File: src/rtl/openram_wb_march_master_if.sv
// Wishbone B4 classic bus bundle between the march master (initiator) and an SRAM responder.
interface openram_wb_march_master_if;
   logic        wbm_cyc_o;
   logic        wbm_stb_o;
   logic        wbm_we_o;
   logic [3:0]  wbm_sel_o;
   logic [31:0] wbm_adr_o;
   logic [31:0] wbm_dat_o;
   logic [31:0] wbm_dat_i;
   logic        wbm_ack_i;

   modport master (
      output wbm_cyc_o, wbm_stb_o, wbm_we_o, wbm_sel_o, wbm_adr_o, wbm_dat_o,
      input  wbm_dat_i, wbm_ack_i
   );

   modport slave (
      input  wbm_cyc_o, wbm_stb_o, wbm_we_o, wbm_sel_o, wbm_adr_o, wbm_dat_o,
      output wbm_dat_i, wbm_ack_i
   );
endinterface

File: src/rtl/openram_wb_march_master.sv
// Wishbone B4 classic initiator running a W0/R0/W1/R1 march over a word window of the SRAM.
// Build option: define MARCH_STOP_ON_FAIL_EN to end the run at the first read mismatch.
module openram_wb_march_master #(
   parameter logic [31:0] BASE_ADDR      = 32'h3000_0000,
   parameter int unsigned NUM_WORDS      = 256,
   parameter int unsigned TIMEOUT_CYCLES = 255
) (
   input  logic                        clk,
   input  logic                        resetn,
   input  logic                        start,
   input  logic [31:0]                 pattern,
   openram_wb_march_master_if.master   wbm,
   output logic                        busy,
   output logic                        done,
   output logic                        pass,
   output logic                        timeout,
   output logic [15:0]                 err_count,
   output logic [31:0]                 fail_addr,
   output logic [31:0]                 fail_data
);

   localparam logic [15:0] LAST_IDX = 16'(NUM_WORDS - 1);
   localparam logic [15:0] TO_LAST  = 16'(TIMEOUT_CYCLES - 1);

   typedef enum logic [1:0] {
      ST_IDLE,
      ST_REQ,
      ST_GAP,
      ST_FIN
   } state_t;

   state_t      state;
   logic [1:0]  phase;
   logic [15:0] idx;
   logic [15:0] tcnt;
   logic [31:0] pat_q;

   logic [15:0] nxt_idx;
   logic [1:0]  nxt_phase;
   logic        last_idx;
   logic        rd_miss;

   // Phases 2/3 use the complemented background.
   function automatic logic [31:0] exp_word(input logic [31:0] pat, input logic [1:0] ph,
                                            input logic [15:0] i);
      logic [31:0] e;
      e = pat ^ {16'h0000, i};
      return ph[1] ? ~e : e;
   endfunction

   function automatic logic [31:0] word_addr(input logic [15:0] i);
      return BASE_ADDR + {14'd0, i, 2'b00};
   endfunction

   function automatic logic [31:0] wr_data(input logic [31:0] pat, input logic [1:0] ph,
                                           input logic [15:0] i);
      return ph[0] ? 32'h0000_0000 : exp_word(pat, ph, i);
   endfunction

   always_comb begin
      last_idx  = (idx == LAST_IDX);
      nxt_idx   = last_idx ? 16'd0 : idx + 16'd1;
      nxt_phase = last_idx ? phase + 2'd1 : phase;
      rd_miss   = (state == ST_REQ) && wbm.wbm_ack_i && phase[0] &&
                  (wbm.wbm_dat_i != exp_word(pat_q, phase, idx));
   end

   always_ff @(posedge clk or negedge resetn) begin
      if (!resetn) begin
         state         <= ST_IDLE;
         phase         <= 2'd0;
         idx           <= 16'd0;
         tcnt          <= 16'd0;
         pat_q         <= 32'h0;
         wbm.wbm_cyc_o <= 1'b0;
         wbm.wbm_stb_o <= 1'b0;
         wbm.wbm_we_o  <= 1'b0;
         wbm.wbm_sel_o <= 4'h0;
         wbm.wbm_adr_o <= 32'h0;
         wbm.wbm_dat_o <= 32'h0;
         busy          <= 1'b0;
         done          <= 1'b0;
         pass          <= 1'b0;
         timeout       <= 1'b0;
         err_count     <= 16'h0;
         fail_addr     <= 32'h0;
         fail_data     <= 32'h0;
      end else begin
         done <= 1'b0;
         case (state)
            ST_IDLE: begin
               if (start) begin
                  state         <= ST_REQ;
                  phase         <= 2'd0;
                  idx           <= 16'd0;
                  tcnt          <= 16'd0;
                  pat_q         <= pattern;
                  busy          <= 1'b1;
                  pass          <= 1'b0;
                  timeout       <= 1'b0;
                  err_count     <= 16'h0;
                  fail_addr     <= 32'h0;
                  fail_data     <= 32'h0;
                  wbm.wbm_cyc_o <= 1'b1;
                  wbm.wbm_stb_o <= 1'b1;
                  wbm.wbm_we_o  <= 1'b1;
                  wbm.wbm_sel_o <= 4'hF;
                  wbm.wbm_adr_o <= word_addr(16'd0);
                  wbm.wbm_dat_o <= wr_data(pattern, 2'd0, 16'd0);
               end
            end

            ST_REQ: begin
               if (wbm.wbm_ack_i) begin
                  wbm.wbm_cyc_o <= 1'b0;
                  wbm.wbm_stb_o <= 1'b0;
                  wbm.wbm_we_o  <= 1'b0;
                  wbm.wbm_sel_o <= 4'h0;
                  wbm.wbm_dat_o <= 32'h0;
                  tcnt          <= 16'd0;
                  if (rd_miss) begin
                     if (err_count != 16'hFFFF) err_count <= err_count + 16'd1;
                     if (err_count == 16'h0) begin
                        fail_addr <= word_addr(idx);
                        fail_data <= wbm.wbm_dat_i;
                     end
                  end
`ifdef MARCH_STOP_ON_FAIL_EN
                  if (rd_miss) begin
                     state <= ST_FIN;
                     done  <= 1'b1;
                     busy  <= 1'b0;
                     pass  <= 1'b0;
                  end else begin
                     state <= ST_GAP;
                  end
`else
                  state <= ST_GAP;
`endif
               end else if (tcnt == TO_LAST) begin
                  // Responder never answered: abandon the cycle and report.
                  wbm.wbm_cyc_o <= 1'b0;
                  wbm.wbm_stb_o <= 1'b0;
                  wbm.wbm_we_o  <= 1'b0;
                  wbm.wbm_sel_o <= 4'h0;
                  wbm.wbm_dat_o <= 32'h0;
                  timeout       <= 1'b1;
                  pass          <= 1'b0;
                  state         <= ST_FIN;
                  done          <= 1'b1;
                  busy          <= 1'b0;
               end else begin
                  tcnt <= tcnt + 16'd1;
               end
            end

            ST_GAP: begin
               if (last_idx && (phase == 2'd3)) begin
                  state <= ST_FIN;
                  done  <= 1'b1;
                  busy  <= 1'b0;
                  pass  <= (err_count == 16'h0) && !timeout;
               end else begin
                  state         <= ST_REQ;
                  idx           <= nxt_idx;
                  phase         <= nxt_phase;
                  wbm.wbm_cyc_o <= 1'b1;
                  wbm.wbm_stb_o <= 1'b1;
                  wbm.wbm_we_o  <= ~nxt_phase[0];
                  wbm.wbm_sel_o <= 4'hF;
                  wbm.wbm_adr_o <= word_addr(nxt_idx);
                  wbm.wbm_dat_o <= wr_data(pat_q, nxt_phase, nxt_idx);
               end
            end

            ST_FIN: begin
               state <= ST_IDLE;
            end

            default: state <= ST_IDLE;
         endcase
      end
   end

endmodule

File: src/flat_wrapper.sv
// flat-port wrapper written by rule: the top's interface ports become plain ports
module openram_wb_march_master_flat 
#(
   parameter logic [31:0] BASE_ADDR      = 32'h3000_0000,
   parameter int unsigned NUM_WORDS      = 256,
   parameter int unsigned TIMEOUT_CYCLES = 255
)
  (clk, resetn, start, pattern, busy, done, pass, timeout, err_count, fail_addr, fail_data, wbm_wbm_cyc_o, wbm_wbm_stb_o, wbm_wbm_we_o, wbm_wbm_sel_o, wbm_wbm_adr_o, wbm_wbm_dat_o, wbm_wbm_dat_i, wbm_wbm_ack_i);
  openram_wb_march_master_if wbm_i ();
  input  logic clk;
  input  logic resetn;
  input  logic start;
  input  logic [31:0] pattern;
  output logic busy;
  output logic done;
  output logic pass;
  output logic timeout;
  output logic [15:0] err_count;
  output logic [31:0] fail_addr;
  output logic [31:0] fail_data;
  output wire logic [$bits(wbm_i.wbm_cyc_o)-1:0] wbm_wbm_cyc_o;
  output wire logic [$bits(wbm_i.wbm_stb_o)-1:0] wbm_wbm_stb_o;
  output wire logic [$bits(wbm_i.wbm_we_o)-1:0] wbm_wbm_we_o;
  output wire logic [$bits(wbm_i.wbm_sel_o)-1:0] wbm_wbm_sel_o;
  output wire logic [$bits(wbm_i.wbm_adr_o)-1:0] wbm_wbm_adr_o;
  output wire logic [$bits(wbm_i.wbm_dat_o)-1:0] wbm_wbm_dat_o;
  input wire logic [$bits(wbm_i.wbm_dat_i)-1:0] wbm_wbm_dat_i;
  input wire logic [$bits(wbm_i.wbm_ack_i)-1:0] wbm_wbm_ack_i;
  assign wbm_wbm_cyc_o = wbm_i.wbm_cyc_o;
  assign wbm_wbm_stb_o = wbm_i.wbm_stb_o;
  assign wbm_wbm_we_o = wbm_i.wbm_we_o;
  assign wbm_wbm_sel_o = wbm_i.wbm_sel_o;
  assign wbm_wbm_adr_o = wbm_i.wbm_adr_o;
  assign wbm_wbm_dat_o = wbm_i.wbm_dat_o;
  assign wbm_i.wbm_dat_i = wbm_wbm_dat_i;
  assign wbm_i.wbm_ack_i = wbm_wbm_ack_i;
  openram_wb_march_master #(.BASE_ADDR(BASE_ADDR), .NUM_WORDS(NUM_WORDS), .TIMEOUT_CYCLES(TIMEOUT_CYCLES)) u_core (.clk(clk), .resetn(resetn), .start(start), .pattern(pattern), .wbm(wbm_i), .busy(busy), .done(done), .pass(pass), .timeout(timeout), .err_count(err_count), .fail_addr(fail_addr), .fail_data(fail_data));
endmodule
File: config.mk
export PLATFORM = sky130hd
export DESIGN_NAME = openram_wb_march_master_flat
export DESIGN_NICKNAME = d
export VERILOG_FILES = /design/src/rtl/openram_wb_march_master_if.sv /design/src/rtl/openram_wb_march_master.sv /design/src/flat_wrapper.sv
export SDC_FILE = /design/constraint.sdc
export NUM_CORES = 1
export LEC_CHECK = 0
export CORE_ASPECT_RATIO = 1.1
export CORE_MARGIN = 2
export CORE_UTILIZATION = 25
export DETAILED_ROUTE_END_ITERATION = 10
export PLACE_DENSITY = 0.52
export RECOVER_POWER = 50
export SLEW_MARGIN = 10
export SYNTH_ARGS = -nofsm -noshare
export SYNTH_HDL_FRONTEND = slang
export SYNTH_SLANG_ARGS = --single-unit
File: constraint.sdc
create_clock -name clk -period 3.25 [get_ports clk]
set_clock_uncertainty 0.2 [all_clocks]
set_input_delay 0.8125 -clock clk [delete_from_list [all_inputs] [get_ports clk]]
set_output_delay 0.8125 -clock clk [all_outputs]
set_load 0.01 [all_outputs]
# Yosys cells after proc, flatten, opt, wreduce, memory -nomap -nowiden
# Index checks and enable logic that the tools add are counted.
[word_totals]
mem_count = 0
romBits = 0
input_bits = 68
register_bits = 222
ramBits = 0
latchBits = 0
[classes]
mul = 0
addsub = 6
muxes = 65
shifts = 0
n_eq_ne = 19
n_bitwise = 5
n_reduce_logical = 20
n_lt_le_gt_ge = 0
div_mod_pow = 0
[op_table]
columns = ["cell", "count"]
rows = [
  ["two-way mux 32 bit", 16],
  ["case mux 32 bit (2 select lines)", 3],
  ["two-way mux 16 bit", 8],
  ["case mux 16 bit (2 select lines)", 3],
  ["case mux 32 bit (3 select lines)", 1],
  ["inverter 32 bit", 2],
  ["bitwise XOR 32 x 16 -> 32 bit", 2],
  ["adder 30 x 18 -> 31 bit (first input constant)", 2],
  ["adder 16 x 1 -> 16 bit (second input constant)", 3],
  ["== test 16 x 8 -> 1 bit (second input constant)", 2],
  ["inequality test 32 bit", 1],
  ["zero test 16 bit", 1],
  ["two-way mux 4 bit", 4],
  ["inequality test 16 bit (second input constant)", 1],
  ["AND reduction 5 bit", 3],
  ["two-way mux 1 bit", 14],
  ["two-way mux 2 bit", 7],
  ["inequality test 2 bit (second input constant)", 7],
  ["case mux 1 bit (3 select lines)", 4],
  ["case mux 4 bit (3 select lines)", 1],
  ["case mux 2 bit (4 select lines)", 1],
  ["AND reduction 4 bit", 2],
  ["== test 2 bit (second input constant)", 3],
  ["inequality test 3 bit (second input constant)", 2],
  ["13 further kinds", 22],
]

# Logic depth before layout (Yosys ltp)
[logic_depth]
ltp_word = 8
depth_mapped = 13

# Worst setup path after synthesis
# Ideal clock, no wire load.
[synth_path]
path_kind = "input-to-reg"
start = "input port wbm_wbm_dat_i[1]"
end = "register u_core.err_count[7]"
setup_ns = 0.120
setup_slack_ns = -0.007
stages = 11
path_buffers = 2
arrival_ns = 2.937
path_cell_list = "xor2_1 -> o22ai_1 -> a221o_1 -> nor4_1 -> o2111ai_1 -> o41ai_4 -> o22a_1 -> buf_4 -> buf_6 -> mux2i_1 -> nand2_1"
[synth_via]
elab_chain_len = 4
[synth_rtl]
columns = ["element", "line", "rtl"]
rows = [
  ["start, declared", "flat_wrapper.sv:27", "input wire logic [$bits(wbm_i.wbm_dat_i)-1:0] wbm_wbm_dat_i;"],
  ["inequality test 32 bit", "openram_wb_march_master.sv:65", "(wbm.wbm_dat_i != exp_word(pat_q, phase, idx));"],
  ["logical AND 1 bit", "openram_wb_march_master.sv:64", "rd_miss = (state == ST_REQ) && wbm.wbm_ack_i && phase[0] &&"],
  ["inequality test 2 x 1 -> 1 bit (no source line)", "--", ""],
  ["AND reduction 5 bit (no source line)", "--", ""],
  ["end signal, assigned", "openram_wb_march_master.sv:122", "if (err_count != 16'hFFFF) err_count <= err_count + 16'd1;"],
  ["end, declared", "openram_wb_march_master.sv:17", "output logic [15:0] err_count,"],
]
# No other way between the ends.
# A chain may end at the register's enable or synchronous reset.

# Final worst setup path
[layout_path]
start = "input port wbm_wbm_dat_i[26]"
end = "register u_core.fail_data[0]"
[layout_via]
elab_chain_len = 4
[layout_rtl]
columns = ["element", "line", "rtl"]
rows = [
  ["inequality test 32 bit", "openram_wb_march_master.sv:65", ""],
  ["logical AND 1 bit", "openram_wb_march_master.sv:64", ""],
  ["inequality test 2 x 1 -> 1 bit (no source line)", "--", ""],
  ["AND reduction 5 bit (no source line)", "--", ""],
  ["end signal, assigned", "openram_wb_march_master.sv:125", "fail_data <= wbm.wbm_dat_i;"],
  ["end, declared", "openram_wb_march_master.sv:19", "output logic [31:0] fail_data"],
]
# No other way between the ends.

==> results.env <==
CRITPATHARRIVALTIME_PS=3360
SYN-CELL-AREA_UM2=9778
P_PER_AREA_nW_PER_UM2=714.8
GRT_USE_TOTAL_PCT=15.56
H-TREE-DEPTH=4
DETAIL_ROUTE.FIRST_PASS.ITERATIONS=5
TOP_LEVEL_PORTS=223
YOSYS-TOP-CELLS-AREA='sky130_fd_sc_hd__dfrtp_1 (44%), sky130_fd_sc_hd__xnor2_1 (6.7%), sky130_fd_sc_hd__mux2i_1 (6.1%)'
NUMCLOCKSINKS=172
SYNTHARSTFLOPSHARE_PCT=100.0
FP.DIEH_UM=211.4
ROWS=75
FINALNETCOUNT=1285
DRV_SLEW=68
GRT_MAX_DEGREE=69
TIMING.SETUP.CRITICAL_PATH_CLASS='input port to register'
WORST_MARGIN_SLEW_PS=1916
POSTSYNTHCELLCOUNT=987
POST_LAYOUT_NONFILLER_INSTANCES=1721
CORE-AREA_UM2=38380
ROUTE.VIAS.TOTAL=8055
POWER.STATIC_LEAKAGE_nW=5.547
WORST_EP_REQUIRED_TIME_PS=3400
CTS.CLK_SLEW.WORST_PATHS_PS=70
FMAX_GHz=0.3117
CP-START-KIND='input port'
PLACE_INST=1681
MIN_PERIOD_PS=3209
CRITPATHCAPTURETYPE='register'
FAILED_CHECKS='capacitance limit, slew limit'
SYNTH_SEQUENTIAL_AREA_RATIO_PCT=44.02
SYNTH.TOP_CELL.AREA_SHARE_PCT=44.02
NUMCTSBUFFERS=17
RD_PLACE_CONGESTION=0.8324
SYNTH_TOP_CELLS_BY_COUNT='sky130_fd_sc_hd__dfrtp_1 (172), sky130_fd_sc_hd__nand2_1 (88), sky130_fd_sc_hd__xnor2_1 (75)'
CRITPATHMAXFANOUT=6
DRTANTENNAVIOLNETS=0
FINALHOLDVIOLATIONS=0
HOLDBUFCOUNTCTS=0
LAYOUT-AREA-OVERHEAD-VS-SYNTH_PCT=37.22
GLOBAL_ROUTE_WIRE_LENGTH_BEFORE_REPAIR_UM=47890
CLOCK_PATH_BUFFERS=2
SLOWEST_DELAY_PS=480
TOTALNEGATIVESETUPSLACK_PS=0
GRT_ANTENNA_BEFORE_REPAIR=6
CTS.ROOT.BUFFER_CELL='sky130_fd_sc_hd__clkbuf_16'
CRITPATHMOSTFREQUENTCELL='sky130_fd_sc_hd__buf_4'
RELSLEWSLACK_PCT=-27.73
INITIAL_CORE_UTIL_PCT=25.48
SYNTH_SEQ_CELLS=172
REGISTER_AREA_UM2=4305
SHARE_OF_THE_CYCLE_NEEDED_BY_THE_CRITICAL_PATH_AFTER_ROUTING_PCT=98.72
CELL_WITH_THE_MOST_INSTANCES_AFTER_SYNTHESIS='sky130_fd_sc_hd__dfrtp_1'
TRITONCTS='yes'
DETAIL_ROUTE.WIRELENGTH_UM=31890
POST_SYNTH_EDFFS=0
DIE_OUTLINE_AREA_UM2=40710
SYNTH_FLOP_CELL='sky130_fd_sc_hd__dfrtp_1'
TIMING.CRITICAL_PATH.CELLS='clkdlybuf4s50_1, xnor2_2, nand3_1, o31ai_4, buf_4, o2111ai_4, o41ai_4, buf_4, nor2_4, a21oi_4, buf_12, clkbuf_16, o2bb2ai_1'
AREA_OCCUPIED_BY_MULTI_INPUT_GATES_UM2=5152
CRITPATHSLOWESTCELL='sky130_fd_sc_hd__clkdlybuf4s50_1'
FIRST_ITER_VIOLATIONS=458
POST_SYNTH_NUM_CELL_TYPES=55
FINALSETUPVIOLATIONS=0
ROUTE.DETAILED.WL_PER_INST_UM=18.53
DIE_X_UM=192.6
AVGVIACOUNTPERCELL=4.680
VDD_DROP_MAX_mV=0.4787
PLACEMENT.IO_BUFFERS=194
FIRST_GLOBAL_VIAS=7996
DRCVIOLATIONCOUNT=0
DP.FINAL_HPWL_UM=23200
NUMBER_OF_MAX_CAPACITANCE_VIOLATIONS_REPORTED=1
FINAL_LAYOUT_SIZE_SUFFIX_GT1_SHARE_PCT=13.95
AVGSYNTHCELLAREA_UM2=9.907
STATUS='complete, but fails checks'
YOSYS_WARNINGS=0
GRT_REMAINING_OVERFLOW=0
CLK-INSERTION-DELAY-LATE_PS=440
HOLD_PATH.CLASS='register to register'
YOSYSTOPAREACELL='sky130_fd_sc_hd__dfrtp_1'
FILLERS=3831
critical path, delay by kind of cell:
family	cells	cell delay [ps]
buffers and inverters	5	1130
AO/OA/AOI/OAI	5	920
XOR/XNOR	1	250
AND/OR/NAND/NOR	2	230
sequential cells by signal, indices dropped and copies added (netlist names):
signal / count
u_core.busy: 1
u_core.done: 1
u_core.err_count: 16
u_core.fail_addr: 17
u_core.fail_data: 32
u_core.idx: 15
u_core.pass: 1
u_core.pat_q: 32
u_core.phase: 2
u_core.state: 2
u_core.tcnt: 16
u_core.timeout: 1
u_core.wbm.wbm_adr_o: 2
u_core.wbm.wbm_dat_o: 32
u_core.wbm.wbm_sel_o: 1
u_core.wbm.wbm_we_o: 1
per-stage QoR:
| step | worst slack (ps) | power, mW | hold WS [ps] | instance area, um^2 | utilization, % |
|---|---|---|---|---|---|
| 6_report | 41.49 | 9.591 | 281.2 | 13420 | 34.96 |
| 5_1_grt | -32.33 | 10.24 | 311.4 | 13420 | 34.95 |
| 2_1_floorplan | 33.28 | 5.547 | 296.6 | 9879 | - |
| 3_3_place_gp | -621.8 | 7.237 | 266.9 | 12550 | 32.69 |
| 3_5_place_dp | -703.4 | 7.278 | 273.2 | 12550 | 32.69 |
| 4_1_cts | 2.527 | 9.561 | 229.4 | 13200 | 34.38 |
final timing paths:
kind	from	endpoint	slack, ps	cells after the start
worst min-delay path	u_core.wbm.wbm_dat_o[22]	u_core.wbm.wbm_dat_o[22]	280	2
worst max register to register	u_core.pat_q[11]	u_core.fail_data[0]	150	12
min in group asynchronous	resetn	u_core.wbm.wbm_dat_o[26]	690	1
worst max-delay path	wbm_wbm_dat_i[26]	u_core.fail_data[0]	40	13
worst min register to register	u_core.wbm.wbm_dat_o[22]	u_core.wbm.wbm_dat_o[22]	280	2
max in group asynchronous	resetn	u_core.idx[12]	550	2
cells in the final DEF, fill, tap and decap left out, types with 12 or more instances in the layout:
master | synthesis | layout
sky130_fd_sc_hd__nor2b_1 | 39 | 39
sky130_fd_sc_hd__a21oi_1 | 48 | 46
sky130_fd_sc_hd__dfrtp_1 | 172 | 171
sky130_fd_sc_hd__nor2_1 | 45 | 44
sky130_fd_sc_hd__nor3_1 | 14 | 14
sky130_fd_sc_hd__o21ai_0 | 65 | 63
sky130_fd_sc_hd__dlymetal6s2s_1 | 0 | 12
sky130_fd_sc_hd__nand2_1 | 88 | 88
sky130_fd_sc_hd__mux2i_1 | 60 | 59
sky130_fd_sc_hd__conb_1 | 1 | 28
sky130_fd_sc_hd__xor2_1 | 46 | 43
sky130_fd_sc_hd__xnor2_1 | 75 | 67
sky130_fd_sc_hd__mux2_2 | 32 | 32
sky130_fd_sc_hd__clkbuf_16 | 0 | 19
sky130_fd_sc_hd__dlygate4sd3_1 | 0 | 22
sky130_fd_sc_hd__nand3_1 | 30 | 30
sky130_fd_sc_hd__o2bb2ai_1 | 48 | 48
sky130_fd_sc_hd__clkdlybuf4s50_1 | 0 | 149
sky130_fd_sc_hd__and3_1 | 16 | 16
sky130_fd_sc_hd__inv_1 | 11 | 12
sky130_fd_sc_hd__buf_4 | 37 | 57
kinds of logic after synthesis:
logic type / synth area share [%]
xor gates and xnor gates: 10.84
adders and majority gates: 1.408
DFF: 44.02
buffers and inverters: 6.232
muxes: 9.827
AOI/OAI and AO/OA: 13.56
other: 0.03835
and+or+nand+nor: 14.08
area by class of cell:
| cell class | count | share of cell area (%) |
|---|---|---|
| Antenna cell | 2 | 0.03730 |
| Clock buffer | 21 | 3.506 |
| Tap cell | 500 | 4.662 |
| Sequential cell | 172 | 32.09 |
| Inverter | 12 | 0.3357 |
| Timing Repair Buffer | 270 | 19.81 |
| Multi-Input combinational cell | 733 | 38.40 |
| Clock inverter | 11 | 1.166 |
metal layers:
metal | up-vias | GRT usage, % | wire length (um)
met4 | 8 | 5.344 | 861
met1 | 3920 | 18.97 | 13540
met5 | - | 0 | 55
met2 | 243 | 26.02 | 15300
met3 | 46 | 4.625 | 2135
li1 | 3838 | - | -
what timing repair did:
| action | CTS | global route |
|---|---|---|
| resized for setup | 15 | 41 |
| cloned | 0 | 3 |
| pin swaps | 8 | 13 |
| setup endpoints to repair | 65 | 63 |
| endpoints found under the hold margin | 0 | 0 |
| buffers inserted | 0 | 3 |
report_power, final:
| group | switching, mW | total [mW] | leakage [nW] | internal (mW) |
|---|---|---|---|---|
| clock | 0.940 | 2.22 | 0.297 | 1.28 |
| sequential | 0.540 | 3.15 | 2.25 | 2.61 |
| combinational | 2.31 | 4.22 | 3.00 | 1.91 |
| total | 3.79 | 9.59 | 5.55 | 5.80 |
(Power assumes the default switching activity.)
